`src/rtl/srv_ext_arb_if.sv`:
```
// Bundle of the two requester ports, the srv_mem channel and the timeout status.
// Pure wiring with no latency. Flow control is the req/rsp handshake carried on these signals.
// slave is the arbiter's view of the bundle. master is the view of the requesters and memory.
interface srv_ext_arb_if #(
    parameter int ADDR_W = 32,
    parameter int DATA_W = 128
);
    logic              p0_req_i;
    logic [ADDR_W-1:0] p0_addr_i;
    logic              p0_rsp_o;
    logic [DATA_W-1:0] p0_data_o;

    logic              p1_req_i;
    logic [ADDR_W-1:0] p1_addr_i;
    logic              p1_rsp_o;
    logic [DATA_W-1:0] p1_data_o;

    logic              ext_req_o;
    logic [ADDR_W-1:0] ext_addr_o;
    logic              ext_rsp_i;
    logic [DATA_W-1:0] ext_data_i;

    logic [1:0]        gnt_o;
    logic              timeout_o;
    logic              timeout_clr_i;

    modport slave (
        input  p0_req_i, p0_addr_i, p1_req_i, p1_addr_i,
        input  ext_rsp_i, ext_data_i, timeout_clr_i,
        output p0_rsp_o, p0_data_o, p1_rsp_o, p1_data_o,
        output ext_req_o, ext_addr_o, gnt_o, timeout_o
    );

    modport master (
        output p0_req_i, p0_addr_i, p1_req_i, p1_addr_i,
        output ext_rsp_i, ext_data_i, timeout_clr_i,
        input  p0_rsp_o, p0_data_o, p1_rsp_o, p1_data_o,
        input  ext_req_o, ext_addr_o, gnt_o, timeout_o
    );
endinterface

```
`src/rtl/srv_ext_arb.sv`:
```
// Round-robin arbiter that serialises two refill requesters onto the single srv_mem channel.
// Grant is registered one cycle after a request. The response passes through to the requester in the same cycle.
// A requester holds req until its rsp pulse. A busy channel defers the other port. The timeout aborts a hung transaction.
module srv_ext_arb #(
    parameter int ADDR_W  = 32,
    parameter int DATA_W  = 128,
    parameter int TIMEOUT = 255
) (
    input  logic         clk,
    input  logic         rst_n,
    srv_ext_arb_if.slave bus
);
    localparam logic [0:0]  S_IDLE  = 1'b0;
    localparam logic [0:0]  S_BUSY  = 1'b1;
    localparam logic [15:0] TMO_VAL = 16'(TIMEOUT);

    logic [0:0]  state;
    logic        last;
    logic [15:0] cnt;
    logic        win;
    logic        busy;
    logic        tmo_hit;
    logic        done;

    // Port 1 wins when it is the only requester, or on a tie when port 0 was served last.
    assign win     = bus.p1_req_i & (~bus.p0_req_i | ~last);
    assign busy    = (state == S_BUSY);
    assign tmo_hit = (TIMEOUT != 0) && busy && !bus.ext_rsp_i && (cnt == TMO_VAL);
    assign done    = busy && (bus.ext_rsp_i || tmo_hit);

    assign bus.p0_rsp_o  = done && bus.gnt_o[0];
    assign bus.p1_rsp_o  = done && bus.gnt_o[1];
    assign bus.p0_data_o = (busy && bus.gnt_o[0] && bus.ext_rsp_i) ? bus.ext_data_i : '0;
    assign bus.p1_data_o = (busy && bus.gnt_o[1] && bus.ext_rsp_i) ? bus.ext_data_i : '0;

    always_ff @(posedge clk or negedge rst_n) begin
        if (!rst_n) begin
            state          <= S_IDLE;
            last           <= 1'b1;
            cnt            <= 16'd0;
            bus.gnt_o      <= 2'b00;
            bus.ext_req_o  <= 1'b0;
            bus.ext_addr_o <= '0;
        end else if (state == S_IDLE) begin
            if (bus.p0_req_i || bus.p1_req_i) begin
                state          <= S_BUSY;
                last           <= win;
                cnt            <= 16'd0;
                bus.gnt_o      <= win ? 2'b10 : 2'b01;
                bus.ext_req_o  <= 1'b1;
                bus.ext_addr_o <= win ? bus.p1_addr_i : bus.p0_addr_i;
            end
        end else begin
            if (done) begin
                state         <= S_IDLE;
                bus.gnt_o     <= 2'b00;
                bus.ext_req_o <= 1'b0;
            end else begin
                cnt <= cnt + 16'd1;
            end
        end
    end

    // A timeout in the same cycle as a clear keeps the flag set.
    always_ff @(posedge clk or negedge rst_n) begin
        if (!rst_n) begin
            bus.timeout_o <= 1'b0;
        end else if (tmo_hit) begin
            bus.timeout_o <= 1'b1;
        end else if (bus.timeout_clr_i) begin
            bus.timeout_o <= 1'b0;
        end
    end
endmodule
```
`src/flat_wrapper.sv`:
```
// flat-port wrapper written by rule: the top's interface ports become plain ports
module srv_ext_arb_flat 
#(
    parameter int ADDR_W  = 32,
    parameter int DATA_W  = 128,
    parameter int TIMEOUT = 255
)
  (clk, rst_n, bus_p0_req_i, bus_p0_addr_i, bus_p1_req_i, bus_p1_addr_i, bus_ext_rsp_i, bus_ext_data_i, bus_timeout_clr_i, bus_p0_rsp_o, bus_p0_data_o, bus_p1_rsp_o, bus_p1_data_o, bus_ext_req_o, bus_ext_addr_o, bus_gnt_o, bus_timeout_o);
  srv_ext_arb_if #(.ADDR_W(ADDR_W), .DATA_W(DATA_W)) bus_i ();
  input  logic clk;
  input  logic rst_n;
  input wire logic [$bits(bus_i.p0_req_i)-1:0] bus_p0_req_i;
  input wire logic [$bits(bus_i.p0_addr_i)-1:0] bus_p0_addr_i;
  input wire logic [$bits(bus_i.p1_req_i)-1:0] bus_p1_req_i;
  input wire logic [$bits(bus_i.p1_addr_i)-1:0] bus_p1_addr_i;
  input wire logic [$bits(bus_i.ext_rsp_i)-1:0] bus_ext_rsp_i;
  input wire logic [$bits(bus_i.ext_data_i)-1:0] bus_ext_data_i;
  input wire logic [$bits(bus_i.timeout_clr_i)-1:0] bus_timeout_clr_i;
  output wire logic [$bits(bus_i.p0_rsp_o)-1:0] bus_p0_rsp_o;
  output wire logic [$bits(bus_i.p0_data_o)-1:0] bus_p0_data_o;
  output wire logic [$bits(bus_i.p1_rsp_o)-1:0] bus_p1_rsp_o;
  output wire logic [$bits(bus_i.p1_data_o)-1:0] bus_p1_data_o;
  output wire logic [$bits(bus_i.ext_req_o)-1:0] bus_ext_req_o;
  output wire logic [$bits(bus_i.ext_addr_o)-1:0] bus_ext_addr_o;
  output wire logic [$bits(bus_i.gnt_o)-1:0] bus_gnt_o;
  output wire logic [$bits(bus_i.timeout_o)-1:0] bus_timeout_o;
  assign bus_i.p0_req_i = bus_p0_req_i;
  assign bus_i.p0_addr_i = bus_p0_addr_i;
  assign bus_i.p1_req_i = bus_p1_req_i;
  assign bus_i.p1_addr_i = bus_p1_addr_i;
  assign bus_i.ext_rsp_i = bus_ext_rsp_i;
  assign bus_i.ext_data_i = bus_ext_data_i;
  assign bus_i.timeout_clr_i = bus_timeout_clr_i;
  assign bus_p0_rsp_o = bus_i.p0_rsp_o;
  assign bus_p0_data_o = bus_i.p0_data_o;
  assign bus_p1_rsp_o = bus_i.p1_rsp_o;
  assign bus_p1_data_o = bus_i.p1_data_o;
  assign bus_ext_req_o = bus_i.ext_req_o;
  assign bus_ext_addr_o = bus_i.ext_addr_o;
  assign bus_gnt_o = bus_i.gnt_o;
  assign bus_timeout_o = bus_i.timeout_o;
  srv_ext_arb #(.ADDR_W(ADDR_W), .DATA_W(DATA_W), .TIMEOUT(TIMEOUT)) u_core (.clk(clk), .rst_n(rst_n), .bus(bus_i));
endmodule
```
`config.mk`:
```
export PLATFORM = sky130hd
export DESIGN_NAME = srv_ext_arb_flat
export DESIGN_NICKNAME = d
export VERILOG_FILES = /design/src/rtl/srv_ext_arb_if.sv /design/src/rtl/srv_ext_arb.sv /design/src/flat_wrapper.sv
export SDC_FILE = /design/constraint.sdc
export NUM_CORES = 1
export LEC_CHECK = 0
export BUFFER_PORTS_ARGS = -buffer_cell sky130_fd_sc_hd__buf_2
export CAP_MARGIN = 10
export CORE_AREA = 2 2 193 195
export CTS_BUF_LIST = sky130_fd_sc_hd__clkbuf_8 sky130_fd_sc_hd__clkbuf_16
export DETAILED_ROUTE_END_ITERATION = 8
export DIE_AREA = 0 0 195 197
export PLACE_DENSITY = 0.42
export SETUP_SLACK_MARGIN = 0.3
export SYNTH_ARGS = -nofsm -noshare
export SYNTH_HDL_FRONTEND = slang
export SYNTH_SLANG_ARGS = --single-unit
export TNS_END_PERCENT = 50
```
`constraint.sdc`:
```
create_clock -name clk -period 2.8 [get_ports clk]
set_input_delay 0.56 -clock clk [delete_from_list [all_inputs] [get_ports clk]]
set_output_delay 0.56 -clock clk [all_outputs]
set_load 0.01 [all_outputs]
```
==> impl_metrics.env, run 1 <==
export IMPL_die_width_um=195
export IMPL_post_route_period_util=0.878
export IMPL_postSynth_topFlopCell="sky130_fd_sc_hd__dfrtp_1"
export IMPL_critPathKind="reg2out"
export IMPL_hold_viol=0
export IMPL_critPathMaxStageDelay_ns=0.41
export IMPL_finalNetCount=1243
export IMPL_syn_mean_instance_area_um2=7.88
export IMPL_first_pass_grt_wire_length_mm=32.4
export IMPL_globalRoute_totalOverflow=0
export IMPL_worst_slew_pin_transition_ns=1.05
export IMPL_area_growth_syn_to_layout_pct=74.7
export IMPL_layout_min_cycle_time_ns=2.46
export IMPL_max_vdd_ir_drop_v=0.000219
export IMPL_drv_cap=0
export IMPL_cts_tree="built"
export IMPL_finalSetupViolations=0
export IMPL_startpoint_type="register"
export IMPL_path_delay_family="simple AND/OR/NAND/NOR gates"
export IMPL_run_status="finished clean"
export IMPL_share_of_flip_flops_with_an_asynchronous_set_or_reset=1.00
export IMPL_rows=70
export IMPL_fp_coreArea_um2=36300
export IMPL_wl_mm=23.6
export IMPL_post_route_cells_drive_above_1_share=0.524
export IMPL_cp_end_kind="primary output"
export IMPL_route_detailed_wl_per_inst_um=15.6
export IMPL_grtUsageTotal=0.110
export IMPL_number_of_flops_mapped_to_enable_cells_by_yosys=0
export IMPL_syn_num_nets=762
export IMPL_die_area_um2=38400
export IMPL_final_setup_tns_ns=0
export IMPL_antenna_violations_before_repair=1
export IMPL_maximum_fanout_count_along_the_critical_path=3
export IMPL_path_clk_slew_ns=0.08
export IMPL_commonest_non_fill_non_tap_cell_in_the_layout="sky130_fd_sc_hd__buf_2"
export IMPL_floorplan_io_pins=492
export IMPL_initial_utilization=0.122
export IMPL_library_cells_used_by_synthesis=43
export IMPL_cp_cell_sequence="ha_4, and4_4, nand4_1, and2b_2, nor2_4, buf_6, and2_4, buf_6"
export IMPL_numClockSinks=54
export IMPL_path_buf_inv=2
export IMPL_yosysWarningCount=0
export IMPL_yosys_register_bits=54
export IMPL_synthesis_instances=563
export IMPL_most_common_layout_cells="sky130_fd_sc_hd__buf_2 (489), sky130_fd_sc_hd__and2_1 (257), sky130_fd_sc_hd__dfrtp_1 (52), sky130_fd_sc_hd__nand2_1 (50), sky130_fd_sc_hd__mux2i_1 (40)"
export IMPL_critical_path_required_ns=2.24
export IMPL_relative_slew_margins=0.297
export IMPL_drtPass1Iterations=5
export IMPL_timing_max_transition_violations_final=0
export IMPL_h_tree_depth=2
export IMPL_timing_final_ws_setup_ns=0.341
export IMPL_leakagePower_nw=4.53
export IMPL_total_of_fill_cells_in_the_finished_design=4134
export IMPL_finalWeightedCongestion=0.778
export IMPL_detailedPlacementHpwl_mm=19.9
export IMPL_synth_yosys_seq_area_share=0.305
export IMPL_postRouteAntennaNets=0
export IMPL_die_y_um=197
export IMPL_grt_setup_unrepaired="yes"
export IMPL_max_clock_freq_ghz=0.407
export IMPL_pre_cts_slack_ns=0.314
export IMPL_cell_with_the_largest_stage_delay_on_the_worst_path="sky130_fd_sc_hd__dfrtp_1"
export IMPL_grt_pass1_vias=5350
export IMPL_power_per_cell_area_nw_per_um2=394
export IMPL_syn_area_um2=4440
export IMPL_cts_inserted_buffers=5
export IMPL_cts_root_buffer_cell="sky130_fd_sc_hd__clkbuf_16"
export IMPL_clock_skew_final_ns=0.00845
export IMPL_critPathMostFrequentCell="sky130_fd_sc_hd__buf_6"
export IMPL_crit_arrival_ns=1.90
export IMPL_ctsLongestPathBuffers=2
export IMPL_insertion_delay_ns=0.30
export IMPL_hold_path_class="in2async"
export IMPL_grt_max_degree=72
export IMPL_placement_io_buffers=491
export IMPL_remaining_drc_errors=0
export IMPL_via_count=5625
export IMPL_vias_per_cell=3.72
export IMPL_drt_first_iter_violations=205
-- synthesized netlist by cell type (2+ instances only) --
library cell                 n  share of area
sky130_fd_sc_hd__nor4_1      2         0.0028
sky130_fd_sc_hd__nand2_1    50          0.042
sky130_fd_sc_hd__nor2_1     15          0.013
sky130_fd_sc_hd__and2_1    259           0.37
sky130_fd_sc_hd__or4_1       2         0.0034
sky130_fd_sc_hd__and3_1      4         0.0056
sky130_fd_sc_hd__a21oi_1     5         0.0056
sky130_fd_sc_hd__clkbuf_1   36          0.030
sky130_fd_sc_hd__nand3_1    11          0.012
sky130_fd_sc_hd__inv_2       2         0.0017
sky130_fd_sc_hd__nor3_1      2         0.0023
sky130_fd_sc_hd__o21ai_0    40          0.045
sky130_fd_sc_hd__o22ai_1     2         0.0028
sky130_fd_sc_hd__nand4_1     3         0.0042
sky130_fd_sc_hd__a31oi_1     2         0.0028
sky130_fd_sc_hd__buf_4       4         0.0068
sky130_fd_sc_hd__buf_2       3         0.0034
sky130_fd_sc_hd__dfrtp_1    53           0.30
sky130_fd_sc_hd__xnor2_1     2         0.0039
sky130_fd_sc_hd__inv_1       3         0.0025
sky130_fd_sc_hd__mux2i_1    40          0.090
sky130_fd_sc_hd__o41ai_1     2         0.0039
-- stage by stage --
stage | hold WS [ns] | instance area [um2] | power, W | std cells | utilization
finish | 0.245 | 7750 | 0.00306 | 1514 | 0.214
global route | 0.287 | 7750 | 0.00328 | 1514 | 0.214
CTS | 0.257 | 7640 | 0.00307 | 1505 | 0.211
detailed placement | 0.466 | 7470 | 0.00236 | 1495 | 0.206
global placement | 0.457 | 7470 | 0.00235 | 1495 | 0.206
floorplan | 0.264 | 4440 | 0.00173 | 563 | -
-- cell families (layout without fill, tap and decap cells) --
group / after synthesis / after routing / synth area share
xor gates and xnor gates: 3 / 3 / 0.00592
buffers and inverters: 49 / 530 / 0.0474
other: 0 / 1 / 0
and+or+nand+nor: 357 / 358 / 0.473
DFF: 54 / 54 / 0.305
muxes: 40 / 40 / 0.0902
adders and majority gates: 1 / 1 / 0.00282
AOI/OAI and AO/OA: 59 / 59 / 0.0756
-- final timing paths --
kind / startpoint / endpoint / slack [ns] / cells after the start
worst max-delay path: u_core.cnt[1]$_DFFE_PN0P_ / bus_p1_rsp_o / 0.34 / 8
worst min-delay path: rst_n / u_core.bus.ext_addr_o[13]$_DFFE_PN0P_ / 0.25 / 1
worst max register to register: u_core.busy$_DFF_PN0_ / u_core.cnt[9]$_DFFE_PN0P_ / 0.78 / 8
worst min register to register: u_core.bus.ext_addr_o[12]$_DFFE_PN0P_ / u_core.bus.ext_addr_o[12]$_DFFE_PN0P_ / 0.48 / 2
max in group asynchronous: rst_n / u_core.bus.ext_addr_o[20]$_DFFE_PN0P_ / 1.85 / 2
min in group clk: bus_timeout_clr_i / u_core.bus.timeout_o$_DFFE_PN0P_ / 0.45 / 2
-- repair_timing --
| item | 4_1_cts | 5_1_grt |
|---|---|---|
| hold endpoints to repair | 0 | 0 |
| gates resized for setup | 3 | 11 |
| buffers inserted | 2 | 7 |
| endpoints found under the setup margin | 2 | 101 |
| hold buffers | 0 | 0 |
| pin swaps | 1 | 4 |
| gates cloned | 0 | 1 |
-- sequential cells by signal (all words and copies together) (netlist names) --
register / count
u_core.bus.gnt_o: 2
u_core.cnt: 16
u_core.bus.ext_addr_o: 32
u_core.busy: 1
u_core.last: 1
u_core.bus.ext_req_o: 1
u_core.bus.timeout_o: 1
-- metal layers --
layer / wire length (um) / vias up / global-route usage
li1: - / 2770 / -
met1: 10200 / 2566 / 0.144
met2: 11300 / 277 / 0.185
met3: 1860 / 12 / 0.0287
met4: 306 / 0 / 0.0189
met5: 0 / - / 0
-- area by class of cell --
class,count,area (um2),share of cell area
Inverter,5,18.8,0.00242
Multi-Input combinational cell,461,2950,0.380
Sequential cell,54,1350,0.175
Clock buffer,5,125,0.0161
Tap cell,468,586,0.0755
Antenna cell,1,2.50,0.000323
Clock inverter,3,23.8,0.00307
Timing Repair Buffer,517,2690,0.348
-- report_power, final --
group	internal, W	switching [W]	leakage, nW
combinational	0.000579	0.000678	3.78
sequential	0.000967	0.000169	0.683
clock	0.000336	0.000329	0.0664
total	0.00188	0.00118	4.53
Power figures use the tool's default switching activity.
==> run 2, diff against run 1 <==
--- a/config.mk
+++ b/config.mk
@@ -8,7 +8,7 @@
 export BUFFER_PORTS_ARGS = -buffer_cell sky130_fd_sc_hd__buf_2
 export CAP_MARGIN = 10
 export CORE_AREA = 2 2 193 195
-export CTS_BUF_LIST = sky130_fd_sc_hd__clkbuf_8 sky130_fd_sc_hd__clkbuf_16
+export CTS_BUF_LIST = sky130_fd_sc_hd__clkbuf_8
 export DETAILED_ROUTE_END_ITERATION = 8
 export DIE_AREA = 0 0 195 197
 export PLACE_DENSITY = 0.42
==> impl_metrics.env, run 2 (synthesis gave the netlist of run 1 again) <==
export IMPL_initial_utilization=0.122
export IMPL_critPathKind="reg2out"
export IMPL_die_y_um=197
export IMPL_drtPass1Iterations=5
export IMPL_postRouteAntennaNets=0
export IMPL_clock_skew_final_ns=0.0126
export IMPL_globalRoute_totalOverflow=0
export IMPL_drv_cap=0
export IMPL_critical_path_required_ns=2.24
export IMPL_route_detailed_wl_per_inst_um=15.6
export IMPL_timing_max_transition_violations_final=0
export IMPL_maximum_fanout_count_along_the_critical_path=3
export IMPL_leakagePower_nw=4.53
export IMPL_layout_min_cycle_time_ns=2.51
export IMPL_post_route_period_util=0.895
export IMPL_via_count=5652
export IMPL_drt_first_iter_violations=196
export IMPL_largest_registers="u_core.bus.ext_addr_o: 32 flops, u_core.cnt: 16 flops, u_core.bus.gnt_o: 2 flops"
export IMPL_antenna_violations_before_repair=1
export IMPL_ctsHoldBuffers=0
export IMPL_hold_viol=0
export IMPL_relative_slew_margins=0.297
export IMPL_insertion_delay_ns=0.33
export IMPL_dp_cells=1495
export IMPL_cp_end_kind="primary output"
export IMPL_ctsLongestPathBuffers=2
export IMPL_first_pass_grt_wire_length_mm=32.6
export IMPL_final_setup_tns_ns=0
export IMPL_commonest_non_fill_non_tap_cell_in_the_layout="sky130_fd_sc_hd__buf_2"
export IMPL_largest_register_ff_count=32
export IMPL_grt_max_degree=72
export IMPL_cts_root_buffer_cell="sky130_fd_sc_hd__clkbuf_8"
export IMPL_floorplan_io_pins=492
export IMPL_rows=70
export IMPL_most_common_layout_cells="sky130_fd_sc_hd__buf_2 (489), sky130_fd_sc_hd__and2_1 (257), sky130_fd_sc_hd__dfrtp_1 (51), sky130_fd_sc_hd__nand2_1 (50), sky130_fd_sc_hd__mux2i_1 (40)"
export IMPL_remaining_drc_errors=0
export IMPL_path_clk_slew_ns=0.12
export IMPL_cts_inserted_buffers=5
export IMPL_fp_coreArea_um2=36300
export IMPL_die_area_um2=38400
export IMPL_hold_path_class="in2async"
export IMPL_run_status="finished clean"
export IMPL_power_per_cell_area_nw_per_um2=375
export IMPL_startpoint_type="register"
export IMPL_max_vdd_ir_drop_v=0.000185
export IMPL_finalWeightedCongestion=0.778
export IMPL_area_growth_syn_to_layout_pct=74.4
export IMPL_finalSetupViolations=0
export IMPL_crit_arrival_ns=1.95
export IMPL_worst_slew_pin_transition_ns=1.05
export IMPL_wl_mm=23.7
export IMPL_grt_pass1_vias=5403
export IMPL_finalNetCount=1249
export IMPL_largest_register="u_core.bus.ext_addr_o"
export IMPL_timing_final_ws_setup_ns=0.293
export IMPL_vias_per_cell=3.72
export IMPL_final_cells=1520
export IMPL_h_tree_depth=2
export IMPL_numClockSinks=54
export IMPL_pre_cts_slack_ns=0.314
export IMPL_placement_io_buffers=491
export IMPL_grt_setup_unrepaired="yes"
export IMPL_die_width_um=195
export IMPL_detailedPlacementHpwl_mm=19.9
export IMPL_cts_tree="built"
export IMPL_grtUsageTotal=0.111
export IMPL_post_route_cells_drive_above_1_share=0.528
export IMPL_max_clock_freq_ghz=0.399
[run 2: path summary, 6_finish.rpt]
check,startpoint,cells past startpoint,slack [ns],to
max in group asynchronous,rst_n,2,1.87,u_core.bus.ext_addr_o[20]$_DFFE_PN0P_
hold / removal,rst_n,1,0.21,u_core.bus.ext_addr_o[13]$_DFFE_PN0P_
min in group clk,bus_timeout_clr_i,2,0.41,u_core.bus.timeout_o$_DFFE_PN0P_
hold reg to reg,u_core.bus.ext_addr_o[12]$_DFFE_PN0P_,2,0.49,u_core.bus.ext_addr_o[12]$_DFFE_PN0P_
setup reg to reg,u_core.cnt[1]$_DFFE_PN0P_,10,0.72,u_core.cnt[9]$_DFFE_PN0P_
setup / recovery,u_core.cnt[1]$_DFFE_PN0P_,8,0.29,bus_p1_rsp_o
[run 2: where the power goes]
group / switching [W] / leakage, nW / total (W) / internal (W)
Sequential: 0.000154 / 0.682 / 0.00112 / 0.000967
Combinational: 0.000694 / 3.81 / 0.00129 / 0.000598
Clock: 0.000309 / 0.0408 / 0.000489 / 0.000180
[run 2: timing repair]
item,in CTS,in global routing
setup buffers,8,7
cloned,0,1
resized for setup,6,9
hold endpoints to repair,0,0
endpoints found under the setup margin,2,107
pin swaps,2,2
[run 2: area by class of cell]
type / instances / area, um2
Clock inverter: 3 / 23.8
Clock buffer: 5 / 68.8
Fill cell: 4148 / 28500
Antenna cell: 1 / 2.50
Timing Repair Buffer: 523 / 2750
Tap cell: 468 / 586
Inverter: 5 / 18.8
Sequential cell: 54 / 1360
Multi-Input combinational cell: 461 / 2940
[run 2: layer usage]
| layer | global-route usage | part of all wire | vias up |
|---|---|---|---|
| met4 | 0.0189 | 0.014 | 0 |
| met2 | 0.186 | 0.48 | 291 |
| li1 | - | - | 2783 |
| met3 | 0.0287 | 0.080 | 14 |
| met1 | 0.145 | 0.43 | 2564 |
| met5 | 0 | 0 | - |
[run 2: worst max-delay path, stage by stage, from the launching register on]
cell and delay (ns):
sky130_fd_sc_hd__dfrtp_1 0.38, sky130_fd_sc_hd__ha_2 0.20, sky130_fd_sc_hd__and4_4 0.23, sky130_fd_sc_hd__nand4_1 0.09
sky130_fd_sc_hd__and2b_2 0.26, sky130_fd_sc_hd__nor2_4 0.12, sky130_fd_sc_hd__buf_6 0.11, sky130_fd_sc_hd__and2_4 0.13
sky130_fd_sc_hd__buf_6 0.10
[run 2: stage by stage]
step	total power [W]	cell area [um2]	util	hold slack [ns]
finish	0.00290	7740	0.213	0.209
global route	0.00313	7740	0.213	0.231
CTS	0.00292	7640	0.211	0.208
detailed placement	0.00236	7470	0.206	0.466
global placement	0.00235	7470	0.206	0.457
floorplan	0.00173	4440	-	0.264
==> run 3, diff against run 2 <==
--- a/config.mk
+++ b/config.mk
@@ -5,15 +5,17 @@
 export SDC_FILE = /design/constraint.sdc
 export NUM_CORES = 1
 export LEC_CHECK = 0
+export ABC_AREA = 1
 export BUFFER_PORTS_ARGS = -buffer_cell sky130_fd_sc_hd__buf_2
 export CAP_MARGIN = 10
-export CORE_AREA = 2 2 193 195
+export CORE_AREA = 2 2 191 193
 export CTS_BUF_LIST = sky130_fd_sc_hd__clkbuf_8
 export DETAILED_ROUTE_END_ITERATION = 8
-export DIE_AREA = 0 0 195 197
+export DIE_AREA = 0 0 193 195
 export PLACE_DENSITY = 0.42
 export SETUP_SLACK_MARGIN = 0.3
+export SLEW_MARGIN = 10
 export SYNTH_ARGS = -nofsm -noshare
 export SYNTH_HDL_FRONTEND = slang
 export SYNTH_SLANG_ARGS = --single-unit
-export TNS_END_PERCENT = 50
+export TNS_END_PERCENT = 20
==> impl_metrics.env, run 3 <==
export IMPL_grt_pass1_vias=6287
export IMPL_postRouteAntennaNets=0
export IMPL_die_y_um=195
export IMPL_yosys_area_share_simple=0.390
export IMPL_via_count=6600
export IMPL_leakagePower_nw=5.11
export IMPL_grtUsageTotal=0.153
export IMPL_run_status="finished clean"
export IMPL_power_per_cell_area_nw_per_um2=369
export IMPL_largest_registers="u_core.bus.ext_addr_o: 32 flops, u_core.cnt: 16 flops, u_core.bus.gnt_o: 2 flops"
export IMPL_cts_tree="built"
export IMPL_post_synth_fa_ha_maj_area_fraction=0.00287
export IMPL_crit_arrival_ns=1.83
export IMPL_die_area_um2=37600
export IMPL_drv_cap=0
export IMPL_ctsHoldBuffers=0
export IMPL_h_tree_depth=2
export IMPL_finalNetCount=1465
export IMPL_postSynth_topFlopCell="sky130_fd_sc_hd__dfrtp_1"
export IMPL_syn_mean_instance_area_um2=5.57
export IMPL_syn_num_nets=981
export IMPL_placement_io_buffers=491
export IMPL_muxShareOfSynthArea=0
export IMPL_final_cells=1733
export IMPL_regToRegSetupSlack_ns=0.86
export IMPL_numClockSinks=54
export IMPL_dp_cells=1713
export IMPL_finish_utilization=0.216
export IMPL_synth_largest_type_area_fraction=0.304
export IMPL_route_detailed_wl_per_inst_um=18.6
export IMPL_synth_xor_area_frac=0
export IMPL_timing_max_transition_violations_final=0
export IMPL_number_of_flops_mapped_to_enable_cells_by_yosys=0
export IMPL_synthesis_instances=782
export IMPL_first_pass_grt_wire_length_mm=41.7
export IMPL_drtPass1Iterations=5
export IMPL_critical_path_required_ns=2.24
export IMPL_finalSetupViolations=0
export IMPL_synth_yosys_seq_area_share=0.310
export IMPL_ctsLongestPathBuffers=2
export IMPL_startpoint_type="register"
export IMPL_clock_skew_final_ns=0.0180
export IMPL_remaining_drc_errors=0
export IMPL_critPathKind="reg2out"
export IMPL_rows=69
export IMPL_die_width_um=193
export IMPL_insertion_delay_ns=0.32
export IMPL_synth_top_cells_by_count="sky130_fd_sc_hd__nor2_1 (309), sky130_fd_sc_hd__inv_1 (153), sky130_fd_sc_hd__nand2_1 (102)"
export IMPL_synth_top_family_by_area="simple AND/OR/NAND/NOR gates"
export IMPL_dpl_cell_area_um2=7390
export IMPL_hold_viol=0
export IMPL_wl_mm=32.2
export IMPL_yosysWarningCount=0
export IMPL_cts_root_buffer_cell="sky130_fd_sc_hd__clkbuf_8"
export IMPL_synthDominantAreaCellType="sky130_fd_sc_hd__dfrtp_1"
export IMPL_globalRoute_totalOverflow=0
export IMPL_largest_register="u_core.bus.ext_addr_o"
export IMPL_grt_setup_unrepaired="no"
export IMPL_synth_most_common_cell="sky130_fd_sc_hd__nor2_1"
export IMPL_final_setup_tns_ns=0
export IMPL_finalWeightedCongestion=0.930
export IMPL_cts_inserted_buffers=5
export IMPL_biggest_area_contributors_in_the_synthesized_netlist="sky130_fd_sc_hd__dfrtp_1 (30%), sky130_fd_sc_hd__nor2_1 (27%), sky130_fd_sc_hd__inv_1 (13%), sky130_fd_sc_hd__nand2_1 (8.8%), sky130_fd_sc_hd__o21ai_0 (7.2%)"
export IMPL_max_clock_freq_ghz=0.418
export IMPL_vias_per_cell=3.81
export IMPL_layout_min_cycle_time_ns=2.39
export IMPL_path_clk_slew_ns=0.11
export IMPL_detailedPlacementHpwl_mm=26.6
export IMPL_timing_rr_end="u_core.cnt[15]$_DFFE_PN0P_"
export IMPL_worst_slew_pin_transition_ns=0.733
export IMPL_drt_first_iter_violations=269
export IMPL_area_growth_syn_to_layout_pct=75.3
export IMPL_library_cells_used_by_synthesis=28
export IMPL_syn_area_um2=4360
export IMPL_share_of_flip_flops_with_an_asynchronous_set_or_reset=1.00
export IMPL_grt_max_degree=70
export IMPL_most_common_layout_cells="sky130_fd_sc_hd__buf_2 (491), sky130_fd_sc_hd__nor2_1 (309), sky130_fd_sc_hd__inv_1 (152), sky130_fd_sc_hd__nand2_1 (99), sky130_fd_sc_hd__o21ai_0 (63)"
export IMPL_antenna_violations_before_repair=5
export IMPL_max_vdd_ir_drop_v=0.000215
export IMPL_maximum_fanout_count_along_the_critical_path=15
export IMPL_post_route_period_util=0.855
export IMPL_initial_utilization=0.123
export IMPL_commonest_non_fill_non_tap_cell_in_the_layout="sky130_fd_sc_hd__buf_2"
export IMPL_postLayoutCellArea_um2=7640
export IMPL_r2r_start="u_core.cnt[1]$_DFFE_PN0P_"
export IMPL_hold_path_class="in2async"
export IMPL_floorplan_io_pins=492
export IMPL_relative_slew_margins=0.511
export IMPL_yosys_register_bits=54
export IMPL_cp_end_kind="primary output"
export IMPL_largest_register_ff_count=32
export IMPL_synth_compound_gate_area_share=0.115
export IMPL_fp_coreArea_um2=35400
export IMPL_post_route_cells_drive_above_1_share=0.435
export IMPL_worst_r2r_path_depth=7
## run 3: how the worst max path moves through the flow
stage | end | slack [ns] | depth (start not counted) | startpoint
2_1_floorplan | bus_p0_data_o[107] | 0.89 | 6 | bus_ext_rsp_i
3_5_place_dp | bus_p1_data_o[87] | 0.32 | 7 | bus_ext_rsp_i
5_1_grt | bus_p1_data_o[120] | 0.32 | 6 | u_core.busy$_DFF_PN0_
3_3_place_gp | bus_p1_data_o[89] | 0.37 | 7 | bus_ext_rsp_i
6_report | bus_p1_data_o[32] | 0.41 | 4 | u_core.bus.gnt_o[1]$_DFFE_PN0P_
4_1_cts | bus_p1_data_o[87] | 0.31 | 6 | u_core.busy$_DFF_PN0_
## run 3: cell type report
type                            instances  area [um2]
Inverter                              154         583
Antenna cell                            5        12.5
Clock inverter                          2        38.8
Clock buffer                            6        82.6
Sequential cell                        54        1350
Multi-Input combinational cell        532        2280
Fill cell                            4176       27800
Timing Repair Buffer                  519        2720
Tap cell                              461         577
## run 3: cells by family (layout without fill, tap and decap cells)
family	Yosys count	count (layout)
simple gates	439	441
fa+ha+maj	1	1
compound gates	90	90
buf+inv	198	681
other cells	0	5
flops	54	54
## run 3: where the power goes
part           internal [W]  switching [W]
clock network      0.000295       0.000293
registers          0.000917       0.000108
logic              0.000444       0.000766
total               0.00166        0.00117
## run 3: per-layer routing
layer	global-route usage	vias up	wire length, um
met2	0.231	337	13500
met1	0.215	2979	15000
met5	0	-	9
li1	-	3258	-
met3	0.0332	24	2760
met4	0.0483	2	877
## run 3: timing repair
action | 4_1_cts | 5_1_grt
setup endpoints to repair | 197 | 175
gates resized for setup | 3 | 8
buffers inserted | 0 | 4
pin swaps | 0 | 1
gates cloned | 0 | 3
## run 3: worst max-delay path: stages, from the launching register on
cell and delay, ns:
sky130_fd_sc_hd__dfrtp_1 0.70, sky130_fd_sc_hd__nand2_8 0.21, sky130_fd_sc_hd__buf_4 0.19, sky130_fd_sc_hd__nor2_1 0.21, sky130_fd_sc_hd__buf_2 0.19
## run 3: per-stage QoR
stage | hold slack [ns] | setup slack [ns] | power [W]
finish | 0.365 | 0.407 | 0.00282
global route | 0.409 | 0.318 | 0.00301
CTS | 0.382 | 0.307 | 0.00283
detailed placement | 0.463 | 0.319 | 0.00221
global placement | 0.456 | 0.370 | 0.00221
floorplan | 0.264 | 0.894 | 0.00154
